## src/rtl/apes_rocket_rdout.sv

```systemverilog
// APES rocket readout: snapshots the counter bank on en_rocket_rd and streams
// one TM frame (sync, frame count, NUM_CH counters, checksum) over valid/ready.
module apes_rocket_rdout #(
    parameter int          NUM_CH    = 8,
    parameter logic [15:0] SYNC_WORD = 16'hEB90
) (
    input  logic                 clk50,
    input  logic                 rst_n,
    input  logic                 en_rocket_rd,
    input  logic [16*NUM_CH-1:0] cnt_data,
    input  logic                 tm_rdy,
    output logic                 tm_valid,
    output logic [15:0]          tm_data,
    output logic                 rdout_done,
    output logic                 rd_busy
);
    localparam int             IW       = $clog2(NUM_CH + 3);
    localparam logic [IW-1:0]  LAST_IDX = IW'(NUM_CH + 2);

    typedef enum logic [2:0] {IDLE, SNAP, SEND, DONE, WAIT_LOW} state_t;

    state_t                   state_q, state_d;
    logic [NUM_CH-1:0][15:0]  shadow_q, shadow_d;
    logic [IW-1:0]            idx_q, idx_d;
    logic [15:0]              csum_q, csum_d;
    logic [15:0]              fcnt_q, fcnt_d;
    logic                     valid_q, valid_d;
    logic [15:0]              data_q, data_d;
    logic                     done_q, done_d;
    logic                     busy_q, busy_d;

    logic                     xfer;
    logic [IW-1:0]            nidx;
    logic [15:0]              csum_nx;
    logic [15:0]              nxt_word;

    assign xfer = valid_q & tm_rdy;
    assign nidx = idx_q + IW'(1);

    // The word leaving now joins the sum unless it is the sync word or the checksum itself.
    assign csum_nx = (idx_q != '0 && idx_q != LAST_IDX) ? csum_q + data_q : csum_q;

    always_comb begin
        nxt_word = csum_nx;
        if (nidx == IW'(1)) nxt_word = fcnt_q;
        for (int c = 0; c < NUM_CH; c++) begin
            if (nidx == IW'(c + 2)) nxt_word = shadow_q[c];
        end
    end

    always_comb begin
        state_d  = state_q;
        shadow_d = shadow_q;
        idx_d    = idx_q;
        csum_d   = csum_q;
        fcnt_d   = fcnt_q;
        valid_d  = valid_q;
        data_d   = data_q;
        done_d   = done_q;
        busy_d   = busy_q;
        case (state_q)
            IDLE: begin
                if (en_rocket_rd) begin
                    state_d = SNAP;
                    busy_d  = 1'b1;
                end
            end
            SNAP: begin
                if (!en_rocket_rd) begin
                    state_d = IDLE;
                    valid_d = 1'b0;
                    busy_d  = 1'b0;
                end else begin
                    shadow_d = cnt_data;
                    csum_d   = '0;
                    idx_d    = '0;
                    valid_d  = 1'b1;
                    data_d   = SYNC_WORD;
                    state_d  = SEND;
                end
            end
            SEND: begin
                if (!en_rocket_rd) begin
                    state_d = IDLE;
                    valid_d = 1'b0;
                    busy_d  = 1'b0;
                end else if (xfer) begin
                    if (idx_q == LAST_IDX) begin
                        state_d = DONE;
                        valid_d = 1'b0;
                        done_d  = 1'b1;
                        fcnt_d  = fcnt_q + 16'd1;
                    end else begin
                        idx_d  = nidx;
                        data_d = nxt_word;
                        csum_d = csum_nx;
                    end
                end
            end
            DONE: begin
                done_d  = 1'b0;
                busy_d  = 1'b0;
                state_d = WAIT_LOW;
            end
            WAIT_LOW: begin
                if (!en_rocket_rd) state_d = IDLE;
            end
            default: state_d = IDLE;
        endcase
    end

    always_ff @(posedge clk50) begin
        if (!rst_n) begin
            state_q  <= IDLE;
            shadow_q <= '0;
            idx_q    <= '0;
            csum_q   <= '0;
            fcnt_q   <= '0;
            valid_q  <= 1'b0;
            data_q   <= '0;
            done_q   <= 1'b0;
            busy_q   <= 1'b0;
        end else begin
            state_q  <= state_d;
            shadow_q <= shadow_d;
            idx_q    <= idx_d;
            csum_q   <= csum_d;
            fcnt_q   <= fcnt_d;
            valid_q  <= valid_d;
            data_q   <= data_d;
            done_q   <= done_d;
            busy_q   <= busy_d;
        end
    end

    assign tm_valid   = valid_q;
    assign tm_data    = data_q;
    assign rdout_done = done_q;
    assign rd_busy    = busy_q;
endmodule

```

## config.mk

```make
export PLATFORM = sky130hd
export DESIGN_NAME = apes_rocket_rdout
export DESIGN_NICKNAME = d
export VERILOG_FILES = /design/src/rtl/apes_rocket_rdout.sv
export SDC_FILE = /design/constraint.sdc
export NUM_CORES = 1
export LEC_CHECK = 0
export CAP_MARGIN = 20
export CORE_MARGIN = 2
export CORE_UTILIZATION = 55
export CTS_BUF_LIST = sky130_fd_sc_hd__clkbuf_4 sky130_fd_sc_hd__clkbuf_8
export DETAILED_ROUTE_END_ITERATION = 6
export PLACE_DENSITY = 0.81
export SYNTH_ARGS = -nofsm -noshare
export SYNTH_HDL_FRONTEND = slang
export SYNTH_SLANG_ARGS = --single-unit
export TNS_END_PERCENT = 100
```

## constraint.sdc

```tcl
create_clock -name clk50 -period 4 [get_ports clk50]
set_input_delay 0.8 -clock clk50 [delete_from_list [all_inputs] [get_ports clk50]]
set_output_delay 0.8 -clock clk50 [all_outputs]
set_load 0.005 [all_outputs]
```

==> impl_metrics.json <==
{
  "outcome": "finished with violations",
  "violations": "design-rule violations",
  "cp_cell_sequence": "inv_1, ha_1, buf_4, nand3b_1, and4_1, nand2_1, a221o_1, a2111oi_2, a211oi_2",
  "synth.ff_latch_count": 186,
  "cp_data_arrival_time_ns": 3.74,
  "clkSinkCount": 186,
  "wl_met1_um": 14200,
  "highest_layer": "met5",
  "cpMaxStageDelayCell": "dfxtp_1",
  "dp_hpwl_um": 24800,
  "grt_pass1_vias": 9546,
  "clockPowerShare_pct": 38.4,
  "drc_errors": 5,
  "drt_first_pass_iters": 7,
  "synthCells": 1325,
  "max_stage_delay_ns": 0.55,
  "synth.distinct_cells": 88,
  "crit_end": "tm_data[14]",
  "hold_buffers": 0,
  "initial_core_util_pct": 55.7,
  "worst_pin_slew_ns": 0.937,
  "clk_pin_slew_ns": 0.10,
  "grt_max_degree": 170,
  "ir_worst_vdd_v": 0.000204,
  "antenna_cells": 0,
  "portBuffers": 150,
  "postCtsResizedCells": 0,
  "syn_area_um2": 9930,
  "worstPathRequired_ns": 4.34,
  "avgViaCountPerCell": 6.21,
  "crit_fanout": 12,
  "synth_top_flop_cell": "dfxtp_1",
  "detail_route.wl_per_cell_um": 19.8,
  "cts-root-buf": "clkbuf_8",
  "layout-drive-gt1-share_pct": 7.42,
  "hp-start": "shadow_q[54]",
  "synth-async-reset-ratio_pct": 0,
  "die-area_um2": 19200,
  "io_pins": 151,
  "numCtsBuffers": 17,
  "routed_wirelength_um": 33200,
  "vias": 10369,
  "drtIter0Drc": 1323,
  "end_kind": "register",
  "grt-ovfl-total": 0,
  "met3RoutedLength_um": 3140,
  "syn_avg_cell_area_um2": 7.50,
  "intPower_mw": 2.68,
  "power_density_nw_per_um2": 305,
  "fin_tns_setup_ns": 0,
  "max_freq_mhz": 294,
  "cts_tree": "done",
  "synth_edf_count": 0,
  "r2r_slack_ns": 0.60,
  "maxCapViolations": 0,
  "antenna_left": 0,
  "synth_fp_nets": 1478,
  "finalNetCount": 1582,
  "wl_met2_um": 14400,
  "rsz0062_at_grt": "no",
  "switching_share_pct": 26.9,
  "pre_cts_slack_ns": 0.777,
  "p_leak_nw": 4.24,
  "fp-row-count": 49,
  "layout_common_cells": "nand2_1, a21oi_1, dfxtp_1",
  "post_cts_buffers": 0,
  "period_share_pct": 84.9,
  "grt_usage_pct": 34.0,
  "regToRegStartpoint": "idx_q[0]",
  "clkLatencyLatePin_ns": 0.49,
  "die_y_um": 138,
  "start_kind": "register",
  "clock_path_buffers": 2,
  "critPathKind": "reg -> reg",
  "finalSetupViolations": 0,
  "period_needed_ns": 3.40,
  "p_seq_share_pct": 52.9,
  "final.setup.worst_slack_ns": 0.603,
  "die_w_um": 138,
  "yosysSeqAreaShare_pct": 37.5,
  "r2r_end": "tm_data[14]",
  "antenna_found_initial": 1,
  "switchingPower_mw": 0.987,
  "core_um2": 17800,
  "startpoint": "idx_q[0]",
  "pwr-share-comb_pct": 8.7,
  "final_common_cell": "nand2_1",
  "syn_to_final_growth_pct": 20.9,
  "whs_ns": 0.461,
  "grt_pass1_wl_um": 52100,
  "yosysWarningCount": 0,
  "gp_congestion": 1.01,
  "relSlewSlack_pct": 37.0,
  "drv_slew": 0,
  "skew_ns": 0.0174,
  "timing_hold_violations_final": 0,
  "r2r_cells": 9,
  "hp-class": "reg -> reg",
  "cts_max_level": 4
}
[cells by family after synthesis]
kind of cell    share of synthesized area, %
simple gates                            25.4
compound gates                          26.4
flops                                   37.5
buf+inv                                 5.30
xor+xnor                                1.94
fa+ha+maj                               2.72
mux                                    0.831
[how the worst min path moves through the flow]
stage | slack, ns | to | cells after the start
after floorplan | 0.43 | shadow_q[11] | 2
after global placement | 0.44 | shadow_q[54] | 2
after detailed placement | 0.45 | shadow_q[38] | 2
after CTS | 0.46 | shadow_q[38] | 2
after global routing | 0.48 | shadow_q[32] | 2
final | 0.46 | shadow_q[54] | 2
[power groups by stage]
stage	clock network [mW]	logic [mW]	registers [mW]
global placement	0	0.313	1.98
detailed placement	0	0.316	1.98
CTS	1.41	0.318	1.94
global route	1.49	0.349	1.94
finish	1.41	0.319	1.94
floorplan	0	0.139	1.96
[cell usage after synthesis, drive strengths merged (5+ instances only)]
| cell | instances | area (µm²) |
|---|---|---|
| nand3 | 26 | 135 |
| a221oi | 8 | 87.6 |
| or2 | 5 | 33.8 |
| inv | 17 | 63.8 |
| xor2 | 15 | 131 |
| ha | 20 | 250 |
| nor3 | 21 | 110 |
| a31oi | 11 | 68.8 |
| o22ai | 7 | 50.1 |
| mux2i | 6 | 60.1 |
| and4 | 6 | 52.6 |
| o21a | 11 | 83.8 |
| nor2 | 98 | 383 |
| and3 | 14 | 92.6 |
| a21oi | 193 | 996 |
| buf | 40 | 249 |
| o211ai | 16 | 120 |
| a22oi | 10 | 75.1 |
| o31a | 6 | 52.6 |
| nand2b | 11 | 68.8 |
| nor2b | 10 | 70.1 |
| a21o | 12 | 92.6 |
| o31ai | 8 | 60.1 |
| dfxtp | 186 | 3720 |
| xnor2 | 7 | 61.3 |
| o21ai | 50 | 269 |
| nand4 | 11 | 90.1 |
| nand2 | 334 | 1250 |
| clkbuf | 57 | 214 |
| or3 | 9 | 56.3 |
| a211oi | 19 | 153 |
| o221ai | 14 | 123 |
| and2 | 12 | 80.1 |
[flip-flops by register name, summed over array words and instances (netlist names)]
signal and count:
shadow_q 128, csum_q 16, fcnt_q 16, tm_data 16
idx_q 4, state_q 3, rd_busy 1, rdout_done 1
tm_valid 1
[metal layers]
metal / GRT usage [%] / up-vias
met2: 52.0 / 584
li1: - / 4881
met1: 47.3 / 4790
met5: 0 / -
met4: 14.2 / 2
met3: 6.58 / 112
[worst max-delay path: cells and delay by family, from the launching register on]
family,cells,cell delay [ns]
AOI/OAI and AO/OA,3,0.97
and+or+nand+nor,3,0.94
DFF,1,0.55
adders and majority gates,1,0.38
buffers and inverters,2,0.39
[metrics by stage]
| stage | utilization [%] | instance area, µm² | power, mW | std cells |
|---|---|---|---|---|
| after floorplan | - | 9930 | 2.10 | 1325 |
| after global placement | 64.7 | 11500 | 2.29 | 1639 |
| after detailed placement | 64.7 | 11500 | 2.30 | 1639 |
| after CTS | 67.3 | 12000 | 3.67 | 1671 |
| after global routing | 67.3 | 12000 | 3.78 | 1671 |
| final | 67.3 | 12000 | 3.66 | 1671 |
[final cells by class]
cell class              count  area [µm²]
clock buffers              17         234
clock inverters            15         224
fillers                  1566        5830
inverters                  17        66.3
multi-input cells        1025        5690
flip-flops and latches    186        3720
well taps                 229         287
repair buffers            182        1780
Power figures use the tool's default switching activity.
